--- src/rtl/light_phase_timer_if.sv ---
// Phase-timer bus between phase controller and timer.
// Carries bcd_tens/bcd_ones only when LIGHT_TIMER_BCD_EN is defined.
interface light_phase_timer_if #(
  parameter int pCount_width = 5
);
  logic                    en;
  logic                    ctr_load;
  logic [pCount_width-1:0] load_count;
  logic                    light_tick;
  logic                    sec_tick;
  logic [pCount_width-1:0] count_remaining;
`ifdef LIGHT_TIMER_BCD_EN
  logic [3:0]              bcd_tens;
  logic [3:0]              bcd_ones;
`endif

  modport master (
    output en,
    output ctr_load,
    output load_count,
    input  light_tick,
    input  sec_tick,
    input  count_remaining
`ifdef LIGHT_TIMER_BCD_EN
    ,
    input  bcd_tens,
    input  bcd_ones
`endif
  );

  modport slave (
    input  en,
    input  ctr_load,
    input  load_count,
    output light_tick,
    output sec_tick,
    output count_remaining
`ifdef LIGHT_TIMER_BCD_EN
    ,
    output bcd_tens,
    output bcd_ones
`endif
  );
endinterface

--- src/rtl/light_phase_timer.sv ---
// Per-phase seconds countdown with a one-second prescaler.
// Optional BCD digit outputs under macro LIGHT_TIMER_BCD_EN.
module light_phase_timer #(
  parameter int pClk_Per_Sec = 50000000,
  parameter int pCount_width = 5
) (
  input  logic              clk,
  input  logic              rstb,
  light_phase_timer_if.slave bus
);
  localparam int PW = $clog2(pClk_Per_Sec);
  localparam logic [PW-1:0] PMAX = PW'(pClk_Per_Sec - 1);

  logic [PW-1:0]           pre_cnt;
  logic [pCount_width-1:0] count;
  logic                    sec_tick;
  logic                    zero;

  // pre_cnt is 0 in reset, so sec_tick is low there too
  assign sec_tick = bus.en & (pre_cnt == PMAX);
  assign zero     = (count == '0);

  assign bus.sec_tick        = sec_tick;
  assign bus.light_tick      = sec_tick & zero;
  assign bus.count_remaining = count;

  always_ff @(posedge clk or negedge rstb) begin
    if (!rstb) begin
      pre_cnt <= '0;
      count   <= '0;
    end else if (bus.en) begin
      if (bus.ctr_load) begin
        pre_cnt <= '0;
        count   <= bus.load_count;
      end else begin
        if (sec_tick) begin
          pre_cnt <= '0;
        end else begin
          pre_cnt <= pre_cnt + 1'b1;
        end
        if (sec_tick && !zero) begin
          count <= count - 1'b1;
        end
      end
    end
  end

`ifdef LIGHT_TIMER_BCD_EN
  logic [3:0] bcd_tens;
  logic [3:0] bcd_ones;

  assign bus.bcd_tens = bcd_tens;
  assign bus.bcd_ones = bcd_ones;

  always_ff @(posedge clk or negedge rstb) begin
    if (!rstb) begin
      bcd_tens <= '0;
      bcd_ones <= '0;
    end else if (bus.en) begin
      bcd_tens <= 4'(count / 10);
      bcd_ones <= 4'(count % 10);
    end
  end
`endif

endmodule

--- src/flat_wrapper.sv ---
// flat-port wrapper written by rule: the top's interface ports become plain ports
module light_phase_timer_flat 
#(
  parameter int pClk_Per_Sec = 50000000,
  parameter int pCount_width = 5
)
  (clk, rstb, bus_en, bus_ctr_load, bus_load_count, bus_light_tick, bus_sec_tick, bus_count_remaining);
  light_phase_timer_if #(.pCount_width(pCount_width)) bus_i ();
  input  logic clk;
  input  logic rstb;
  input wire logic [$bits(bus_i.en)-1:0] bus_en;
  input wire logic [$bits(bus_i.ctr_load)-1:0] bus_ctr_load;
  input wire logic [$bits(bus_i.load_count)-1:0] bus_load_count;
  output wire logic [$bits(bus_i.light_tick)-1:0] bus_light_tick;
  output wire logic [$bits(bus_i.sec_tick)-1:0] bus_sec_tick;
  output wire logic [$bits(bus_i.count_remaining)-1:0] bus_count_remaining;
  assign bus_i.en = bus_en;
  assign bus_i.ctr_load = bus_ctr_load;
  assign bus_i.load_count = bus_load_count;
  assign bus_light_tick = bus_i.light_tick;
  assign bus_sec_tick = bus_i.sec_tick;
  assign bus_count_remaining = bus_i.count_remaining;
  light_phase_timer #(.pClk_Per_Sec(pClk_Per_Sec), .pCount_width(pCount_width)) u_core (.clk(clk), .rstb(rstb), .bus(bus_i));
endmodule
--- config.mk ---
export PLATFORM = sky130hd
export DESIGN_NAME = light_phase_timer_flat
export DESIGN_NICKNAME = d
export VERILOG_FILES = /design/src/rtl/light_phase_timer_if.sv /design/src/rtl/light_phase_timer.sv /design/src/flat_wrapper.sv
export SDC_FILE = /design/constraint.sdc
export NUM_CORES = 1
export LEC_CHECK = 0
export CORE_MARGIN = 4
export CORE_UTILIZATION = 40
export CTS_CLUSTER_SIZE = 40
export DETAILED_ROUTE_END_ITERATION = 12
export GPL_ROUTABILITY_DRIVEN = 0
export GPL_TIMING_DRIVEN = 0
export PLACE_DENSITY_LB_ADDON = 0.3
export RECOVER_POWER = 50
export REMOVE_ABC_BUFFERS = 1
export SLEW_MARGIN = 20
export SYNTH_ARGS = -nofsm -noshare
export SYNTH_HDL_FRONTEND = slang
export SYNTH_SLANG_ARGS = --single-unit
--- constraint.sdc ---
create_clock -name clk -period 2.42 [get_ports clk]
set_input_delay 0.484 -clock clk [delete_from_list [all_inputs] [get_ports clk]]
set_output_delay 0.484 -clock clk [all_outputs]
set_load 0.005 [all_outputs]
# Word-level counts from Yosys, hierarchy flattened
# Cells that the tools add are included.
[word_totals]
word_cells = 16
out_inout_bits = 7
regBits = 31
[classes]
n_bitwise = 2
add_sub_neg = 2
n_reduce_logical = 5
muxes = 4
eq_ne = 1
[ops]
columns = ["op", "count"]
rows = [
  ["$mux W26", 2],
  ["$add A26 B1 Y26 const B", 1],
  ["$eq A26 B26 Y1 const B", 1],
  ["$mux W5", 2],
  ["$logic_not A5 Y1", 1],
  ["$sub A5 B1 Y5 const B", 1],
  ["$and A1 B1 Y1", 2],
  ["$reduce_and A2 Y1", 1],
  ["$reduce_bool A2 Y1", 1],
  ["$logic_and A1 B1 Y1", 1],
  ["$logic_not A1 Y1", 1],
]

# Longest topological paths before layout
[depth]
ltp_word = 5
ltp_mapped = 7

# Worst setup path after synthesis
# OpenSTA, ideal clock, no wires.
[synth_path]
kind = "reg2out"
start = "register u_core.pre_cnt[18]"
end = "output port bus_light_tick"
stages_incl_launch_ff = 5
setup_slack_ns = 0.384
path_buffers = 0
arrival_time_ns = 1.552
required_ns = 1.936
cell_sequence = "dfrtp_1 -> or4b_4 -> nor4_4 -> nand2_2 -> nor2_1"
[synth_via]
elab_chain_len = 3
[synth_rtl]
columns = ["item", "line_no", "rtl"]
rows = [
  ["start, declared", "light_phase_timer.sv:14", "logic [PW-1:0] pre_cnt;"],
  ["start signal, assigned", "light_phase_timer.sv:39", "pre_cnt <= pre_cnt + 1'b1;"],
  ["$eq A26 B26 Y1", "light_phase_timer.sv:20", "assign sec_tick = bus.en & (pre_cnt == PMAX);"],
  ["$and A1 B1 Y1", "light_phase_timer.sv:20", ""],
  ["$and A1 B1 Y1", "light_phase_timer.sv:24", "assign bus.light_tick = sec_tick & zero;"],
  ["end, declared", "flat_wrapper.sv:14", "output wire logic [$bits(bus_i.light_tick)-1:0] bus_light_tick;"],
]
# Every way passes these cells.

# Worst setup path after layout
# Same ends and word-level chain as after synthesis.

==> results.py <==
metrics = {
    "grt": {
        "grt_pass1_wl_mm": 6.32,
        "gr-total-overflow": 0,
        "grt_usage": 0.152,
        "antenna_found_initial": 0,
        "grt_start_max_net_pins": 32,
        "grt_pass1_vias": 1388,
    },
    "yosys": {
        "ys_warn_count": 0,
        "async_flop_share": 1.00,
        "synth_edf_count": 0,
        "ys_dominant_reg_cell": "dfrtp_1",
        "synth.distinct_cells": 45,
        "synth_top_area_frac": 0.443,
        "avgSynthCellArea_um2": 9.31,
        "postSynthCellCount": 188,
        "ys_ff_latch": 31,
        "synth.area.top_cells": "dfrtp_1 (44%), xor2_1 (6.0%), nor2_1 (5.8%), nand3_1 (4.6%), nand4_1 (4.3%)",
        "synth_top_area_cell": "dfrtp_1",
        "syn_area_mm2": 0.00175,
        "yosysSeqAreaShare": 0.443,
    },
    "sta": {
        "fin_tns_setup_ns": -0.0134,
        "rsz0062_at_grt": "yes",
        "tightest_slew_ns": 1.65,
        "whs_ns": 0.550,
        "finalSetupViolations": 1,
        "timing.final.max_slew_violations": 32,
        "period_share": 1.01,
        "fmax_mhz": 411,
        "slew_headroom": -0.102,
        "fin_ws_ns": -0.0134,
        "hold_viol": 0,
        "period_needed_ns": 2.43,
        "clock_skew_ns": 0.00591,
    },
    "floorplan": {
        "pin_count": 16,
        "die_area_mm2": 0.00550,
        "core_region_area_mm2": 0.00412,
        "dieWidth_um": 74.2,
        "rows": 23,
        "start_util": 0.425,
        "die_h_um": 74.2,
    },
    "cells_and_area": {
        "drive_gt1_frac": 0.190,
        "syn_to_final_growth_pct": 21.7,
        "layout.nets": 226,
        "final_common_cell": "dfrtp_1",
        "layout_common_cells": "dfrtp_1 (29), nor2_1 (26), nand3_1 (15)",
        "diodes": 0,
    },
    "place": {
        "port_buffers": 15,
        "hpwl_mm": 2.41,
    },
    "critical_path": {
        "crit_required_ns": 1.94,
        "crit_path_end_kind": "output port",
        "path_class": "reg -> out",
        "arrival_ns": 1.95,
        "crit_path_start_kind": "flop",
        "ff2ff_setup_slack_ns": 0.26,
        "r2r_end": "u_core.bus.count_remaining[1]$_DFFE_PN0P_",
        "path_max_fanout": 2,
        "reg2reg_depth": 7,
        "reg2reg_from": "u_core.pre_cnt[18]$_DFFE_PN0P_",
    },
    "cts": {
        "cts_made_buffers": 5,
        "ctsHtreeMaxLevel": 2,
        "cts.clk_slew.worst_paths_ns": 0.07,
        "clk_latency_ns": 0.28,
        "holdBufCountCts": 0,
        "clkSinkCount": 31,
        "cts_tree": "built",
        "cts-root-buf": "clkbuf_8",
        "cts_buffer_depth": 2,
    },
    "hold_path": {
        "hold_path_class": "reg -> reg",
        "hold_path_depth": 2,
        "whs_endpoint": "u_core.pre_cnt[15]$_DFFE_PN0P_",
        "min_from": "u_core.pre_cnt[15]$_DFFE_PN0P_",
    },
    "drt": {
        "drt-initial-drc-count": 84,
        "postRouteAntennaNets": 0,
        "wl_per_cell_um": 14.3,
        "routed_wl_mm": 3.79,
        "viasPerCell": 5.54,
        "routed-via-count": 1473,
        "first_pass_iters": 4,
        "drc": 0,
    },
    "run": {
        "drv_cap": 1,
    },
    "power_and_ir_drop": {
        "ir_drop_mv": 0.222,
        "power_density_mw_per_mm2": 595,
        "p_leak_nw": 0.909,
    },
    "run_status": {
        "violations": "capacitance limit, slew limit, setup timing",
        "outcome": "finished, violations left",
    },
}
-- synth_stat cells, drive strengths merged, types with 4 or more instances --
cell / instances
and3: 5
inv: 12
o22ai: 4
xnor2: 5
nand3: 16
o21ai: 6
nand2: 14
nor2: 27
nand4: 13
clkbuf: 4
dfrtp: 31
xor2: 12
nor4: 5
-- worst max-delay path, stage by stage, from the launching register on --
cell,delay [ns]
dfrtp_1,0.39
or4b_4,0.55
nor4_4,0.30
nand2_2,0.09
buf_4,0.15
nor2_2,0.08
buf_2,0.11
-- where the power goes --
group / internal [W] / switching [W]
clock network: 0.000333 / 0.000195
registers: 0.000550 / 0.0000401
logic: 0.0000725 / 0.0000765
total: 0.000955 / 0.000311
-- state kept, by name, indices dropped and copies added, names as in the netlist --
register                    count
u_core.bus.count_remaining      5
u_core.pre_cnt                 26
-- metrics by stage --
step	instances	power (W)	util	setup slack, ns	cell area, um2
6_report	266	0.00127	0.517	-0.0134	2130
5_1_grt	266	0.00133	0.517	-0.0835	2130
4_1_cts	262	0.00129	0.509	-0.156	2100
3_5_place_dp	247	0.000745	0.468	-1.19	1930
3_3_place_gp	247	0.000742	0.469	-1.16	1930
2_1_floorplan	182	0.000665	-	0.384	1720
-- what timing repair did --
| item | 4_1_cts | 5_1_grt |
|---|---|---|
| pin swaps | 3 | 4 |
| setup buffers | 7 | 4 |
| setup endpoints to repair | 30 | 2 |
| gates resized for setup | 11 | 8 |
-- layer usage --
| layer | wire length [um] | up-vias | global-route usage |
|---|---|---|---|
| met5 | 0 | - | 0 |
| met4 | 76 | 0 | 0.0765 |
| met3 | 204 | 5 | 0.0378 |
| met2 | 1740 | 31 | 0.240 |
| met1 | 1770 | 704 | 0.193 |
| li1 | - | 733 | - |
-- cell families after synthesis --
logic type	synth area share
AOI/OAI and AO/OA	0.0979
xor gates and xnor gates	0.0851
adders and majority gates	0.0143
buffers and inverters	0.0436
DFF	0.443
muxes	0.00643
and+or+nand+nor	0.310
-- area by class of cell --
type | count | area, um2
Fill cell | 388 | 1990
Tap cell | 50 | 62.6
Clock inverter | 2 | 35.0
Inverter | 12 | 45.0
Sequential cell | 31 | 778
Multi-Input combinational cell | 139 | 912
Clock buffer | 6 | 82.6
Timing Repair Buffer | 26 | 214
-- how the worst max path moves through the flow --
stage	start	to	slack, ns	depth (start not counted)
after floorplan	u_core.pre_cnt[18]$_DFFE_PN0P_	bus_light_tick	0.38	4
after global placement	bus_en	bus_light_tick	-1.16	6
after detailed placement	bus_en	bus_light_tick	-1.19	6
after CTS	u_core.pre_cnt[10]$_DFFE_PN0P_	bus_light_tick	-0.16	6
after global routing	u_core.pre_cnt[18]$_DFFE_PN0P_	bus_light_tick	-0.08	6
final	u_core.pre_cnt[18]$_DFFE_PN0P_	bus_light_tick	-0.01	6
Power figures use the tool's default switching activity.
